`src/rtl/instr_enc_pkg.sv`:
```
// Shared types and encoding constants for the RV64 instruction encoder.
// fu_t / fu_op mirror the ariane_pkg encodings so requests can be lifted straight from a scoreboard.
package instr_enc_pkg;

    typedef enum logic [3:0] {
        NONE, LOAD, STORE, ALU, CTRL_FLOW, MULT, CSR, FPU, FPU_VEC
    } fu_t;

    typedef enum logic [6:0] {
        ADD, SUB, ADDW, SUBW, XORL, ORL, ANDL, SRA, SRL, SLL, SRLW, SLLW, SRAW,
        LTS, LTU, GES, GEU, EQ, NE, JALR, BRANCH, SLTS, SLTU,
        MRET, SRET, DRET, ECALL, WFI, FENCE, FENCE_I, SFENCE_VMA,
        CSR_WRITE, CSR_READ, CSR_SET, CSR_CLEAR,
        LD, SD, LW, LWU, SW, LH, LHU, SH, LB, SB, LBU,
        MUL, MULH, MULHU, MULHSU, MULW, DIV, DIVU, DIVW, DIVUW, REM, REMU, REMW, REMUW
    } fu_op;

    localparam logic [6:0] OPC_OP    = 7'b0110011;
    localparam logic [6:0] OPC_LOAD  = 7'b0000011;
    localparam logic [6:0] OPC_STORE = 7'b0100011;

    localparam logic [6:0] F7_BASE   = 7'h00;
    localparam logic [6:0] F7_ALT    = 7'h20;
    localparam logic [6:0] F7_MULDIV = 7'h01;

    typedef struct packed {
        logic [31:0] instr;
        logic        illegal;
    } enc_entry_t;

endpackage

```
`src/rtl/instr_enc_fifo.sv`:
```
// DEPTH-entry FIFO of encoded words; flush has priority over push and pop.
// Pointers carry one extra wrap bit so full and empty are distinguishable.
module instr_enc_fifo
    import instr_enc_pkg::*;
#(
    parameter int DEPTH = 2
) (
    input  logic       clk,
    input  logic       reset_n,
    input  logic       flush_i,
    input  logic       push_i,
    input  enc_entry_t entry_i,
    input  logic       pop_i,
    output enc_entry_t entry_o,
    output logic       full_o,
    output logic       empty_o
);

    localparam int AW = $clog2(DEPTH);

    logic [AW:0] wr_ptr_q, wr_ptr_d;
    logic [AW:0] rd_ptr_q, rd_ptr_d;
    enc_entry_t  mem_q [DEPTH];
    logic        wr_en, rd_en;

    assign empty_o = (wr_ptr_q == rd_ptr_q);
    assign full_o  = (wr_ptr_q[AW] != rd_ptr_q[AW]) && (wr_ptr_q[AW-1:0] == rd_ptr_q[AW-1:0]);

    assign rd_en = pop_i && !empty_o;
    assign wr_en = push_i && (!full_o || rd_en);

    // The head reads as zero when empty so the outputs are clean out of reset.
    assign entry_o = empty_o ? '0 : mem_q[rd_ptr_q[AW-1:0]];

    // NOTE: combinational blocks assign every output a default first so no latch is inferred.
    always_comb begin
        wr_ptr_d = wr_ptr_q;
        rd_ptr_d = rd_ptr_q;
        if (flush_i) begin
            wr_ptr_d = '0;
            rd_ptr_d = '0;
        end else begin
            if (wr_en) wr_ptr_d = wr_ptr_q + 1'b1;
            if (rd_en) rd_ptr_d = rd_ptr_q + 1'b1;
        end
    end

    // NOTE: state uses non-blocking assignments so every flop samples pre-edge values.
    always_ff @(posedge clk or negedge reset_n) begin
        if (!reset_n) begin
            wr_ptr_q <= '0;
            rd_ptr_q <= '0;
        end else begin
            wr_ptr_q <= wr_ptr_d;
            rd_ptr_q <= rd_ptr_d;
        end
    end

    // NOTE: storage has no reset; pointers alone define which entries are meaningful.
    always_ff @(posedge clk) begin
        if (wr_en && !flush_i) mem_q[wr_ptr_q[AW-1:0]] <= entry_i;
    end

endmodule

```
`src/rtl/instr_encoder.sv`:
```
// Encodes scoreboard-style requests into RV64 instruction words (R-type ALU/M, loads, stores).
// Request -> encode -> stage register -> output FIFO, valid/ready on both sides.
module instr_encoder
    import instr_enc_pkg::*;
#(
    parameter int DEPTH = 2,
    parameter int CNT_W = 16
) (
    input  logic             clk,
    input  logic             reset_n,
    input  logic             flush_i,
    input  logic             req_valid_i,
    output logic             req_ready_o,
    input  fu_t              req_fu_i,
    input  fu_op             req_op_i,
    input  logic [4:0]       req_rs1_i,
    input  logic [4:0]       req_rs2_i,
    input  logic [4:0]       req_rd_i,
    input  logic [11:0]      req_imm_i,
    output logic             instr_valid_o,
    input  logic             instr_ready_i,
    output logic [31:0]      instr_o,
    output logic             illegal_o,
    output logic [CNT_W-1:0] enc_count_o,
    output logic [CNT_W-1:0] ill_count_o
);

    function automatic enc_entry_t encode(fu_t fu, fu_op op, logic [4:0] rs1, logic [4:0] rs2,
                                          logic [4:0] rd, logic [11:0] imm);
        enc_entry_t e;
        logic [6:0] opc;
        logic [6:0] f7;
        logic [2:0] f3;
        logic       legal;
        opc   = OPC_OP;
        f7    = F7_BASE;
        f3    = 3'b000;
        legal = 1'b1;
        case (fu)
            ALU: begin
                case (op)
                    ADD:  f3 = 3'b000;
                    SUB:  begin f7 = F7_ALT; f3 = 3'b000; end
                    SLL:  f3 = 3'b001;
                    SLTS: f3 = 3'b010;
                    SLTU: f3 = 3'b011;
                    XORL: f3 = 3'b100;
                    SRL:  f3 = 3'b101;
                    SRA:  begin f7 = F7_ALT; f3 = 3'b101; end
                    ORL:  f3 = 3'b110;
                    ANDL: f3 = 3'b111;
                    default: legal = 1'b0;
                endcase
            end
            MULT: begin
                f7 = F7_MULDIV;
                case (op)
                    MUL:    f3 = 3'b000;
                    MULH:   f3 = 3'b001;
                    MULHSU: f3 = 3'b010;
                    MULHU:  f3 = 3'b011;
                    DIV:    f3 = 3'b100;
                    DIVU:   f3 = 3'b101;
                    REM:    f3 = 3'b110;
                    REMU:   f3 = 3'b111;
                    default: legal = 1'b0;
                endcase
            end
            LOAD: begin
                opc = OPC_LOAD;
                case (op)
                    LB:  f3 = 3'b000;
                    LH:  f3 = 3'b001;
                    LW:  f3 = 3'b010;
                    LD:  f3 = 3'b011;
                    LBU: f3 = 3'b100;
                    LHU: f3 = 3'b101;
                    LWU: f3 = 3'b110;
                    default: legal = 1'b0;
                endcase
            end
            STORE: begin
                opc = OPC_STORE;
                case (op)
                    SB: f3 = 3'b000;
                    SH: f3 = 3'b001;
                    SW: f3 = 3'b010;
                    SD: f3 = 3'b011;
                    default: legal = 1'b0;
                endcase
            end
            default: legal = 1'b0;
        endcase

        if (!legal)
            e.instr = 32'h0000_0000;
        else if (opc == OPC_LOAD)
            e.instr = {imm, rs1, f3, rd, opc};
        else if (opc == OPC_STORE)
            e.instr = {imm[11:5], rs2, rs1, f3, imm[4:0], opc};
        else
            e.instr = {f7, rs2, rs1, f3, rd, opc};
        e.illegal = !legal;
        return e;
    endfunction

    logic       stage_valid_q, stage_valid_d;
    enc_entry_t stage_entry_q, stage_entry_d;
    logic       fifo_full, fifo_empty, fifo_push, fifo_pop;
    logic       req_accept;
    enc_entry_t head;
    logic [CNT_W-1:0] enc_cnt_q, ill_cnt_q;

    assign fifo_pop    = !fifo_empty && instr_ready_i;
    // Ready only stalls when the stage has nowhere to go; a same-cycle pop frees a slot.
    assign req_ready_o = reset_n && !flush_i && !(stage_valid_q && fifo_full && !fifo_pop);
    assign req_accept  = req_valid_i && req_ready_o;
    assign fifo_push   = stage_valid_q && (!fifo_full || fifo_pop) && !flush_i;

    always_comb begin
        stage_valid_d = stage_valid_q;
        stage_entry_d = stage_entry_q;
        if (flush_i) begin
            stage_valid_d = 1'b0;
        end else if (req_accept) begin
            stage_valid_d = 1'b1;
            stage_entry_d = encode(req_fu_i, req_op_i, req_rs1_i, req_rs2_i, req_rd_i, req_imm_i);
        end else if (fifo_push) begin
            stage_valid_d = 1'b0;
        end
    end

    always_ff @(posedge clk or negedge reset_n) begin
        if (!reset_n) begin
            stage_valid_q <= 1'b0;
            stage_entry_q <= '0;
            enc_cnt_q     <= '0;
            ill_cnt_q     <= '0;
        end else begin
            stage_valid_q <= stage_valid_d;
            stage_entry_q <= stage_entry_d;
            if (fifo_push) begin
                if (stage_entry_q.illegal) begin
                    if (ill_cnt_q != '1) ill_cnt_q <= ill_cnt_q + 1'b1;
                end else begin
                    if (enc_cnt_q != '1) enc_cnt_q <= enc_cnt_q + 1'b1;
                end
            end
        end
    end

    instr_enc_fifo #(
        .DEPTH (DEPTH)
    ) u_fifo (
        .clk     (clk),
        .reset_n (reset_n),
        .flush_i (flush_i),
        .push_i  (fifo_push),
        .entry_i (stage_entry_q),
        .pop_i   (fifo_pop),
        .entry_o (head),
        .full_o  (fifo_full),
        .empty_o (fifo_empty)
    );

    assign instr_valid_o = !fifo_empty;
    assign instr_o       = head.instr;
    assign illegal_o     = head.illegal;
    assign enc_count_o   = enc_cnt_q;
    assign ill_count_o   = ill_cnt_q;

endmodule

```
`config.mk`:
```
export PLATFORM = sky130hd
export DESIGN_NAME = instr_encoder
export DESIGN_NICKNAME = d
export VERILOG_FILES = /design/src/rtl/instr_enc_pkg.sv /design/src/rtl/instr_enc_fifo.sv /design/src/rtl/instr_encoder.sv
export SDC_FILE = /design/constraint.sdc
export NUM_CORES = 1
export LEC_CHECK = 0
export CAP_MARGIN = 25
export CORE_AREA = 2 2 110 112
export CTS_BUF_LIST = sky130_fd_sc_hd__clkbuf_4 sky130_fd_sc_hd__clkbuf_8
export CTS_CLUSTER_SIZE = 16
export DETAILED_ROUTE_END_ITERATION = 10
export DIE_AREA = 0 0 112 114
export GPL_TIMING_DRIVEN = 0
export PLACE_DENSITY = 0.8
export SYNTH_ARGS = -nofsm -noshare
export SYNTH_HDL_FRONTEND = slang
export SYNTH_HIERARCHICAL = 1
export SYNTH_SLANG_ARGS = --single-unit
export TNS_END_PERCENT = 5
```
`constraint.sdc`:
```
create_clock -name clk -period 6.5 [get_ports clk]
set_clock_uncertainty 0.2 [all_clocks]
set_input_delay 1.95 -clock clk [delete_from_list [all_inputs] [get_ports clk]]
set_output_delay 1.95 -clock clk [all_outputs]
set_load 0.03 [all_outputs]
```
==> results of run 1 <==
cell families after synthesis:
group | share of synthesized area (%)
xor gates and xnor gates | 5.16
and+or+nand+nor | 16.8
DFF | 58.1
buffers and inverters | 3.24
adders and majority gates | 0.400
other | 0.0599
muxes | 7.76
AOI/OAI and AO/OA | 8.50
sequential cells by signal, summed over array words and instances (netlist names):
signal / flops
u_fifo/wr_ptr_q: 2
u_fifo/mem_q: 66
stage_entry_q: 29
enc_count_o: 16
stage_valid_q: 1
ill_count_o: 16
u_fifo/rd_ptr_q: 2
per-layer routing:
layer | part of all wire, % | vias up
met5 | 0 | -
li1 | - | 2174
met3 | 5.7 | 13
met2 | 51 | 150
met1 | 42 | 2233
met4 | 1.1 | 0
synthesized netlist by cell type, types with 6 or more instances:
cell	instances	area, sq um
dfrtp_1	66	1650
o21ai_0	15	75.1
nor2_1	40	150
nand4_1	17	106
o31ai_1	7	52.6
nand3_1	25	125
clkbuf_1	8	30.0
nand2b_1	8	50.1
edfxtp_1	66	1980
nor2b_1	6	37.5
o31ai_2	6	75.1
buf_2	12	60.1
xnor2_1	30	263
a21oi_1	6	30.0
nand2_1	56	210
mux2i_1	44	440
inv_1	6	22.5
critical path, cell delays in order:
cell	delay, ns
buf_4	0.64
nand2b_1	0.16
a31oi_1	0.18
clkdlybuf4s50_1	0.71
cell usage in the layout, fill, tap and decap left out, drive strengths merged, types with 7 or more instances in the layout:
master / Yosys / layout
buf: 22 / 28
clkbuf: 8 / 28
clkdlybuf4s50: 0 / 107
clkinv: 0 / 7
dfrtp: 66 / 66
edfxtp: 66 / 66
inv: 6 / 8
mux2i: 44 / 44
nand2: 56 / 56
nand2b: 9 / 9
nand3: 26 / 26
nand4: 17 / 17
nor2: 43 / 43
o21ai: 20 / 20
o31ai: 13 / 13
xnor2: 30 / 30
power breakdown:
| group | leakage [uW] | internal (uW) | switching (uW) | total (uW) |
|---|---|---|---|---|
| Combinational | 0.00124 | 84.1 | 108 | 192 |
| Clock | 0.000193 | 327 | 314 | 640 |
| Sequential | 0.00142 | 888 | 18.6 | 906 |
cell type report:
| cell class | count | area [sq um] | share of cell area (%) |
|---|---|---|---|
| Clock inverter | 12 | 106 | 1.33 |
| Tap cell | 147 | 184 | 2.30 |
| Timing Repair Buffer | 113 | 1150 | 14.3 |
| Buffer | 30 | 180 | 2.25 |
| Sequential cell | 132 | 3630 | 45.4 |
| Clock buffer | 20 | 269 | 3.36 |
| Multi-Input combinational cell | 353 | 2460 | 30.7 |
| Inverter | 6 | 22.5 | 0.282 |
stage by stage:
step | std cells | hold WS, ns | power (uW)
3_3_place_gp | 776 | 0.245 | 1110
6_report | 813 | 0.267 | 1740
4_1_cts | 813 | 0.267 | 1750
3_5_place_dp | 781 | 0.258 | 1120
5_1_grt | 813 | 0.274 | 1800
2_1_floorplan | 521 | 0.242 | 1020
how the worst max path moves through the flow:
stage                               endpoint  slack, ns
after detailed placement         req_ready_o       0.58
after global placement           req_ready_o      -1.46
after floorplan           u_fifo/mem_q[1][0]       0.82
after global routing             req_ready_o       0.41
final                            req_ready_o       0.66
after CTS                        req_ready_o       0.58
==> impl_metrics.csv, run 1 <==
group,metric,value,unit
status,status,"complete, no violations",
worst_setup_path,crit_fanout,67,
logic_synthesis,synth_flop_cell,"edfxtp_1",
clock_network,numCtsBuffers,17,
global_routing,antenna_found_initial,0,
detailed_routing,wire_per_inst,17.0,um
clock_network,cts.hold.buffers_added,0,
logic_synthesis,synthDistinctLibCells,68,
clock_network,cts-root-buf,"clkbuf_8",
clock_network,cts.repair.resized,0,
detailed_routing,drt-total-wl,13800,um
worst_setup_path,crit_required,4.35,ns
global_routing,grt_overflow,0,
clock_network,clk_path_buf_depth,2,
sta,worst_pin_slew,0.898,ns
placement,dp_slack,0.584,ns
detailed_routing,dr.pass1.iters,4,
floorplan,start_util,53.4,%
logic_synthesis,synth-edff-count,66,
worst_setup_path,crit_type,"in -> out",
logic_synthesis,synth-async-reset-ratio,50.0,%
floorplan,fp-row-count,40,
worst_setup_path,cp-startpoint,"reset_n",
worst_setup_path,worst_setup_path_start_kind,"input port",
cells_and_area,layout-drive-gt1-share,13.7,%
cells_and_area,n_fill_cell,872,
sta,fmax,171,MHz
worst_setup_path,arrival,3.69,ns
logic_synthesis,synth_seq_cells,132,
sta,slew_violations,0,
sta,fin_crit_sh,89.9,%
clock_network,cts_tree,"built",
logic_synthesis,ys.warnings.count,6,
detailed_routing,drtIter0Drc,370,
global_routing,grt_pass1_vias,4517,
clock_network,clk_latency,0.43,ns
detailed_routing,vias,4570,
worst_setup_path,end_kind,"output port",
global_routing,grt_max_degree,68,
global_routing,grt_pass1_wl,22300,um
logic_synthesis,yosysSeqAreaShare,58.1,%
global_routing,top_usage_layer,"met2",
logic_synthesis,avgSynthCellArea,12.1,sq um
cells_and_area,diodes,0,
worst_setup_path,r2r_cells,9,
placement,hpwl,10100,um
power_and_ir_drop,irDropWorstVdd,0.000138,V
placement,place_area,7620,sq um
clock_network,post_cts_buffers,0,
power_and_ir_drop,power_leakage,0.00285,uW
job,cap_violations,0,
sta,rsz0062_at_grt,"false",
global_routing,grt_util_met1,29.1,%
global_routing,met2_usage,37.5,%
sta,fin_ws,0.656,ns
clock_network,htree_levels,4,
cells_and_area,fin_area,8000,sq um
logic_synthesis,synth_area,6260,sq um
min_path,hold_path.class,"reg -> reg",
floorplan,die_y,114,um
sta,final-setup-viol-count,0,
floorplan,die_x,112,um
floorplan,dieArea,12800,sq um
min_path,hold_end,"u_fifo/mem_q[0][30]",
clock_network,clkTransAtPathRegs,0.08,ns
floorplan,core_area,11700,sq um
placement,portBuffers,108,
sta,period_minus_slack,5.84,ns
cells_and_area,utilization,68.3,%
cells_and_area,syn_to_final_growth,27.8,%
detailed_routing,antenna_left,0,
worst_setup_path,r2r-end,"u_fifo/mem_q[0][6]",
global_routing,grt_usage,22.1,%
logic_synthesis,synthCells,516,
sta,timing.slew.headroom,40.1,%
sta,tns,0,ns
detailed_routing,drc_errors,0,
min_path,min_path_cells,0,
min_path,hold_path_startpoint,"stage_entry_q[30]",
worst_setup_path,rrSetupSlack,3.00,ns
floorplan,ios,110,
power_and_ir_drop,powerDensity,217,nW/um^2
sta,hold_viol,0,
global_routing,grtUsageMet3,4.36,%
cells_and_area,final_nets,698,
clock_network,clock-sinks,132,
worst_setup_path,r2r-start,"u_fifo/rd_ptr_q[1]",
placement,gp_congestion,0.866,
detailed_routing,drt-vias-per-instance,5.62,
Note: power is estimated with default switching activity, not from simulation.
==> run 2: changes to the inputs <==
- SKIP_CTS_REPAIR_TIMING: unset -> 1
==> results of run 2 <==
Final layout, timing and power as in run 1 (identical DEF).
